===== src/rtl/button_conditioner.sv =====
// Push-button conditioner: per channel 2-flop synchronizer, debounce FSM, registered level and rise pulse.
// Optional release pulse output `fall` is built only when BTN_FALL_EN is defined.
module button_conditioner #(
  parameter int N        = 2,
  parameter int DB_TICKS = 1000000
) (
  input  logic           clk,
  input  logic           reset,
  input  logic [N-1:0]   btn_raw,
  output logic [N-1:0]   level,
  output logic [N-1:0]   rise,
`ifdef BTN_FALL_EN
  output logic [N-1:0]   fall,
`endif
  output logic [2*N-1:0] debug_state
);

  localparam int CW = $clog2(DB_TICKS);
  localparam logic [CW-1:0] CNT_LAST = CW'(DB_TICKS - 1);

  typedef enum logic [1:0] {
    IDLE_LOW  = 2'd0,
    WAIT_HIGH = 2'd1,
    HIGH      = 2'd2,
    WAIT_LOW  = 2'd3
  } state_t;

  logic [N-1:0]  sync1;
  logic [N-1:0]  sync2;
  state_t        st  [N];
  logic [CW-1:0] cnt [N];

  always_ff @(posedge clk or negedge reset) begin
    if (!reset) begin
      sync1 <= '0;
      sync2 <= '0;
      level <= '0;
      rise  <= '0;
`ifdef BTN_FALL_EN
      fall  <= '0;
`endif
      for (int i = 0; i < N; i++) begin
        st[i]  <= IDLE_LOW;
        cnt[i] <= '0;
      end
    end else begin
      sync1 <= btn_raw;
      sync2 <= sync1;
      rise  <= '0;
`ifdef BTN_FALL_EN
      fall  <= '0;
`endif
      for (int i = 0; i < N; i++) begin
        case (st[i])
          IDLE_LOW: begin
            if (sync2[i]) begin
              st[i]  <= WAIT_HIGH;
              cnt[i] <= '0;
            end
          end
          WAIT_HIGH: begin
            // A drop back to 0 before qualification is a glitch: restart silently.
            if (!sync2[i]) begin
              st[i] <= IDLE_LOW;
            end else if (cnt[i] == CNT_LAST) begin
              st[i]    <= HIGH;
              level[i] <= 1'b1;
              rise[i]  <= 1'b1;
            end else begin
              cnt[i] <= cnt[i] + 1'b1;
            end
          end
          HIGH: begin
            if (!sync2[i]) begin
              st[i]  <= WAIT_LOW;
              cnt[i] <= '0;
            end
          end
          WAIT_LOW: begin
            if (sync2[i]) begin
              st[i] <= HIGH;
            end else if (cnt[i] == CNT_LAST) begin
              st[i]    <= IDLE_LOW;
              level[i] <= 1'b0;
`ifdef BTN_FALL_EN
              fall[i]  <= 1'b1;
`endif
            end else begin
              cnt[i] <= cnt[i] + 1'b1;
            end
          end
          default: st[i] <= IDLE_LOW;
        endcase
      end
    end
  end

  always_comb begin
    debug_state = '0;
    for (int i = 0; i < N; i++) begin
      debug_state[2*i +: 2] = st[i];
    end
  end

endmodule

===== config.mk =====
export PLATFORM = sky130hd
export DESIGN_NAME = button_conditioner
export DESIGN_NICKNAME = d
export VERILOG_FILES = /design/src/rtl/button_conditioner.sv
export SDC_FILE = /design/constraint.sdc
export NUM_CORES = 1
export LEC_CHECK = 0
export ABC_CLOCK_PERIOD_IN_PS = 1800
export BUFFER_PORTS_ARGS = -buffer_cell sky130_fd_sc_hd__buf_2
export CAP_MARGIN = 20
export CORE_MARGIN = 1.5
export CORE_UTILIZATION = 56
export CTS_CLUSTER_SIZE = 28
export DETAILED_ROUTE_END_ITERATION = 12
export PLACE_DENSITY = 0.76
export SETUP_SLACK_MARGIN = 0.05
export SLEW_MARGIN = 25
export SYNTH_ARGS = -nofsm -noshare
export SYNTH_HDL_FRONTEND = slang
export SYNTH_SLANG_ARGS = --single-unit

===== constraint.sdc =====
create_clock -name clk -period 1.8 [get_ports clk]
set_input_delay 0 -clock clk [delete_from_list [all_inputs] [get_ports clk]]
set_output_delay 0 -clock clk [all_outputs]
set_load 0.005 [all_outputs]

==> results_tabular.tex <==
\begin{tabular}{lr}
\hline
Metric & Value \\
\hline
\multicolumn{2}{l}{\textbf{Run status}} \\
\quad Run status & finished, violations left \\
\quad Failing checks & negative setup slack \\
\multicolumn{2}{l}{\textbf{Timing}} \\
\quad Min Tclk post-route & 1.81 ns \\
\quad Worst Max-Slew Pin Slew & 0.389 ns \\
\quad Final number of hold-violating endpoints & 0 \\
\quad Worst slew margin relative to its limit & 0.739 \\
\quad Maximum clock frequency & 552 MHz \\
\quad Final max-slew violation count & 0 \\
\quad Total of endpoints with negative setup slack in the final report & 1 \\
\quad RSZ-0062 raised after global routing & yes \\
\quad Final Worst Setup Slack & -0.0118 ns \\
\quad Final clock period utilization by the worst path & 1.01 \\
\quad Worst clock skew & 0.0100 ns \\
\quad WHS & 0.211 ns \\
\multicolumn{2}{l}{\textbf{Yosys}} \\
\quad Syn avg cell area & 9.43 um\^{}2 \\
\quad Cell type with the largest total area after synthesis & sky130\_fd\_sc\_hd\_\_dfrtp\_1 \\
\quad Most instantiated library cell after synthesis & sky130\_fd\_sc\_hd\_\_dfrtp\_1 \\
\quad Number of enable-type register cells in the synthesized netlist & 0 \\
\quad Share of synthesized area occupied by flip-flops and latches & 0.426 \\
\quad Synth async-reset ratio & 1.00 \\
\quad Ranking of synthesized cells by instance count & sky130\_fd\_sc\_hd\_\_dfrtp\_1, sky130\_fd\_sc\_hd\_\_nand2\_1, sky130\_fd\_sc\_hd\_\_nor2\_1, sky130\_fd\_sc\_hd\_\_nand4\_1 \\
\quad Distinct cell type count after synthesis & 57 \\
\quad Main flop type after synthesis & sky130\_fd\_sc\_hd\_\_dfrtp\_1 \\
\quad Leading post-synthesis cells by cell area & sky130\_fd\_sc\_hd\_\_dfrtp\_1, sky130\_fd\_sc\_hd\_\_nand2\_1, sky130\_fd\_sc\_hd\_\_mux2i\_1 \\
\quad Mapped Nets & 330 \\
\quad Post-Synthesis Cells & 324 \\
\quad Cell area after synthesis & 3060 um\^{}2 \\
\quad Register bit count reported by yosys & 52 \\
\quad YS warnings & 0 \\
\quad Fraction of synthesized cell area taken by the top area cell type & 0.426 \\
\multicolumn{2}{l}{\textbf{Cells and area}} \\
\quad Area of the multi-input gates & 1690 um\^{}2 \\
\quad Layout fillers & 378 \\
\quad Count of antenna diodes in the layout & 0 \\
\quad Final Util & 0.731 \\
\quad Footprint of the flip-flops and latches & 1300 um\^{}2 \\
\quad Area growth from synthesis to final layout & 23.7\% \\
\quad Layout cells sized above 1 & 0.271 \\
\quad Total Nets Final & 393 \\
\quad Fin cells & 457 \\
\multicolumn{2}{l}{\textbf{Detailed routing}} \\
\quad Via count & 2859 \\
\quad First-iteration detailed-routing DRC count & 223 \\
\quad Wire length per cell & 17.2 um \\
\quad Remaining design rule violation count & 0 \\
\quad Post-Route WL & 7870 um \\
\quad Number of vias per cell after detailed routing & 6.26 \\
\quad DRT Pass-1 Iters & 5 \\
\quad Routed Antenna Nets & 0 \\
\multicolumn{2}{l}{\textbf{CTS}} \\
\quad Clock tree from TritonCTS & built \\
\quad Root buffer cell & sky130\_fd\_sc\_hd\_\_clkbuf\_8 \\
\quad Maximum buffer depth of the clock tree & 2 \\
\quad Worst skew pair latency & 0.30 ns \\
\quad Maximum level of the CTS H-tree & 2 \\
\quad CTS sink count & 52 \\
\quad Clock slew at reported path FFs & 0.09 ns \\
\quad Number of buffers added by the clock tree synthesis step & 5 \\
\multicolumn{2}{l}{\textbf{Pwr}} \\
\quad Total power draw & 2.32 mW \\
\quad Maximum VDD drop & 0.370 mV \\
\quad Cell area power density & 613 nW/um\^{}2 \\
\quad Leak pwr & 1.76 nW \\
\multicolumn{2}{l}{\textbf{Place}} \\
\quad Number of buffers added on ports & 11 \\
\quad Routability-driven placement congestion ratio & 0.950 \\
\quad Post-detail-place hpwl & 5410 um \\
\quad Minimum setup slack after placement & -0.00270 ns \\
\quad \# placed instances & 443 \\
\multicolumn{2}{l}{\textbf{Die}} \\
\quad Floorplan die area & 5910 um\^{}2 \\
\quad IO Count & 12 \\
\quad Area of the core & 5170 um\^{}2 \\
\quad Effective utilization at floorplan & 0.591 \\
\quad Die boundary height & 76.9 um \\
\quad Number of rows in the core area & 26 \\
\quad Die outline width & 76.9 um \\
\multicolumn{2}{l}{\textbf{Critical path}} \\
\quad WS Path Type & register to register \\
\quad Highest fanout seen on the critical path & 4 \\
\quad Launch point of the worst reg-to-reg path & cnt[13] \\
\quad Arrival time worst endpoint & 2.01 ns \\
\quad Kind of start point of the critical path & register \\
\quad Required @ worst endpoint & 1.99 ns \\
\quad End of the worst register-to-register path & cnt[0] \\
\quad CP endpoint kind & register \\
\quad Setup slack of the worst register-to-register path & -0.01 ns \\
\quad Worst-case reg-to-reg path depth & 5 \\
\multicolumn{2}{l}{\textbf{GRT}} \\
\quad Maximum number of pins on one net before global-route repair & 53 \\
\quad GRT Resource Usage Total & 0.276 \\
\quad Antenna violations before repair & 0 \\
\quad Total grt overflow & 0 \\
\quad Wire length of the first global-routing pass & 13000 um \\
\quad Vias in the first global route & 2753 \\
\multicolumn{2}{l}{\textbf{Worst hold path}} \\
\quad Hold Crit Class & input pin to async pin \\
\multicolumn{2}{l}{\textbf{Flow run}} \\
\quad Max\_cap viols & 0 \\
\hline
\end{tabular}
-- cell usage in the layout, fill, tap and decap left out, types with 5 or more instances in the layout --
| cell | instances |
|---|---|
| sky130_fd_sc_hd__a21oi_1 | 6 |
| sky130_fd_sc_hd__a31oi_1 | 8 |
| sky130_fd_sc_hd__nor4_1 | 5 |
| sky130_fd_sc_hd__and4_1 | 10 |
| sky130_fd_sc_hd__and3_1 | 7 |
| sky130_fd_sc_hd__buf_2 | 11 |
| sky130_fd_sc_hd__nand4_1 | 16 |
| sky130_fd_sc_hd__nor3b_1 | 6 |
| sky130_fd_sc_hd__nor2_1 | 18 |
| sky130_fd_sc_hd__buf_4 | 58 |
| sky130_fd_sc_hd__nand3_1 | 12 |
| sky130_fd_sc_hd__a22o_1 | 9 |
| sky130_fd_sc_hd__a211o_1 | 9 |
| sky130_fd_sc_hd__mux2_2 | 6 |
| sky130_fd_sc_hd__a21o_1 | 5 |
| sky130_fd_sc_hd__clkbuf_8 | 7 |
| sky130_fd_sc_hd__dfrtp_1 | 52 |
| sky130_fd_sc_hd__o21ai_0 | 10 |
| sky130_fd_sc_hd__inv_1 | 11 |
| sky130_fd_sc_hd__mux2i_1 | 10 |
| sky130_fd_sc_hd__nor3_1 | 13 |
| sky130_fd_sc_hd__or4_1 | 5 |
| sky130_fd_sc_hd__nand2_1 | 30 |
-- per-layer routing --
layer,wire length (um),up-vias,part of all wire,global-route usage
met5,0,-,0,0
met4,199,0,0.025,0.130
met3,297,19,0.038,0.0369
met2,3990,82,0.51,0.465
met1,3390,1395,0.43,0.350
li1,-,1363,-,-
-- repair_timing --
action,4_1_cts,5_1_grt
buffers inserted,1,3
setup endpoints to repair,7,39
endpoints found under the hold margin,54,0
hold buffers,3,0
pin swaps,2,4
resized for setup,2,10
-- where the power goes --
part	leakage [nW]	internal, mW	total, mW	switching (mW)
combinational	1.00	0.149	0.320	0.171
sequential	0.706	1.22	1.28	0.0591
clock	0.0503	0.343	0.714	0.370
total	1.76	1.72	2.32	0.600
-- worst max-delay path by stage --
stage | from | endpoint | slack (ns) | cells past startpoint
floorplan | cnt[15] | cnt[0] | -0.05 | 5
global placement | cnt[15] | cnt[0] | 0.02 | 5
detailed placement | cnt[15] | cnt[0] | -0.003 | 5
CTS | cnt[15] | cnt[0] | -0.02 | 5
global route | cnt[13] | cnt[0] | -0.08 | 5
finish | cnt[13] | cnt[0] | -0.01 | 5
-- through the flow --
stage	TNS [ns]	area, um^2
floorplan	-0.0548	3080
global placement	0	3550
detailed placement	-0.00270	3550
CTS	-0.0163	3700
global route	-0.382	3780
finish	-0.0118	3780
-- critical path, stage by stage, from the launching register on --
cell,delay [ns]
sky130_fd_sc_hd__dfrtp_1,0.41
sky130_fd_sc_hd__or4b_4,0.54
sky130_fd_sc_hd__nor4_4,0.25
sky130_fd_sc_hd__a21o_4,0.18
sky130_fd_sc_hd__inv_4,0.04
sky130_fd_sc_hd__mux2_4,0.28
-- area by class of cell --
cell class / instances / area share
clock buffer: 7 / 0.0255
inverter: 13 / 0.0136
multi-input combinational: 241 / 0.447
sequential: 52 / 0.344
tap: 70 / 0.0232
timing repair buffer: 74 / 0.146
-- kinds of logic (layout without fill, tap and decap cells) --
| kind of cell | Yosys count | count (layout) | synth area share |
|---|---|---|---|
| AOI/OAI and AO/OA | 72 | 72 | 0.177 |
| DFF | 52 | 52 | 0.426 |
| and+or+nand+nor | 146 | 146 | 0.274 |
| muxes | 17 | 17 | 0.0598 |
| xor gates and xnor gates | 4 | 4 | 0.0115 |
| buffers and inverters | 31 | 94 | 0.0434 |
| adders and majority gates | 2 | 2 | 0.00819 |
-- registers in the layout, indices dropped and copies added, names as in the netlist, named ones only --
register and count:
cnt 40, debug_state 2, level 2, rise 2, sync1 2, sync2 2
Note: power is estimated with default switching activity, not from simulation.
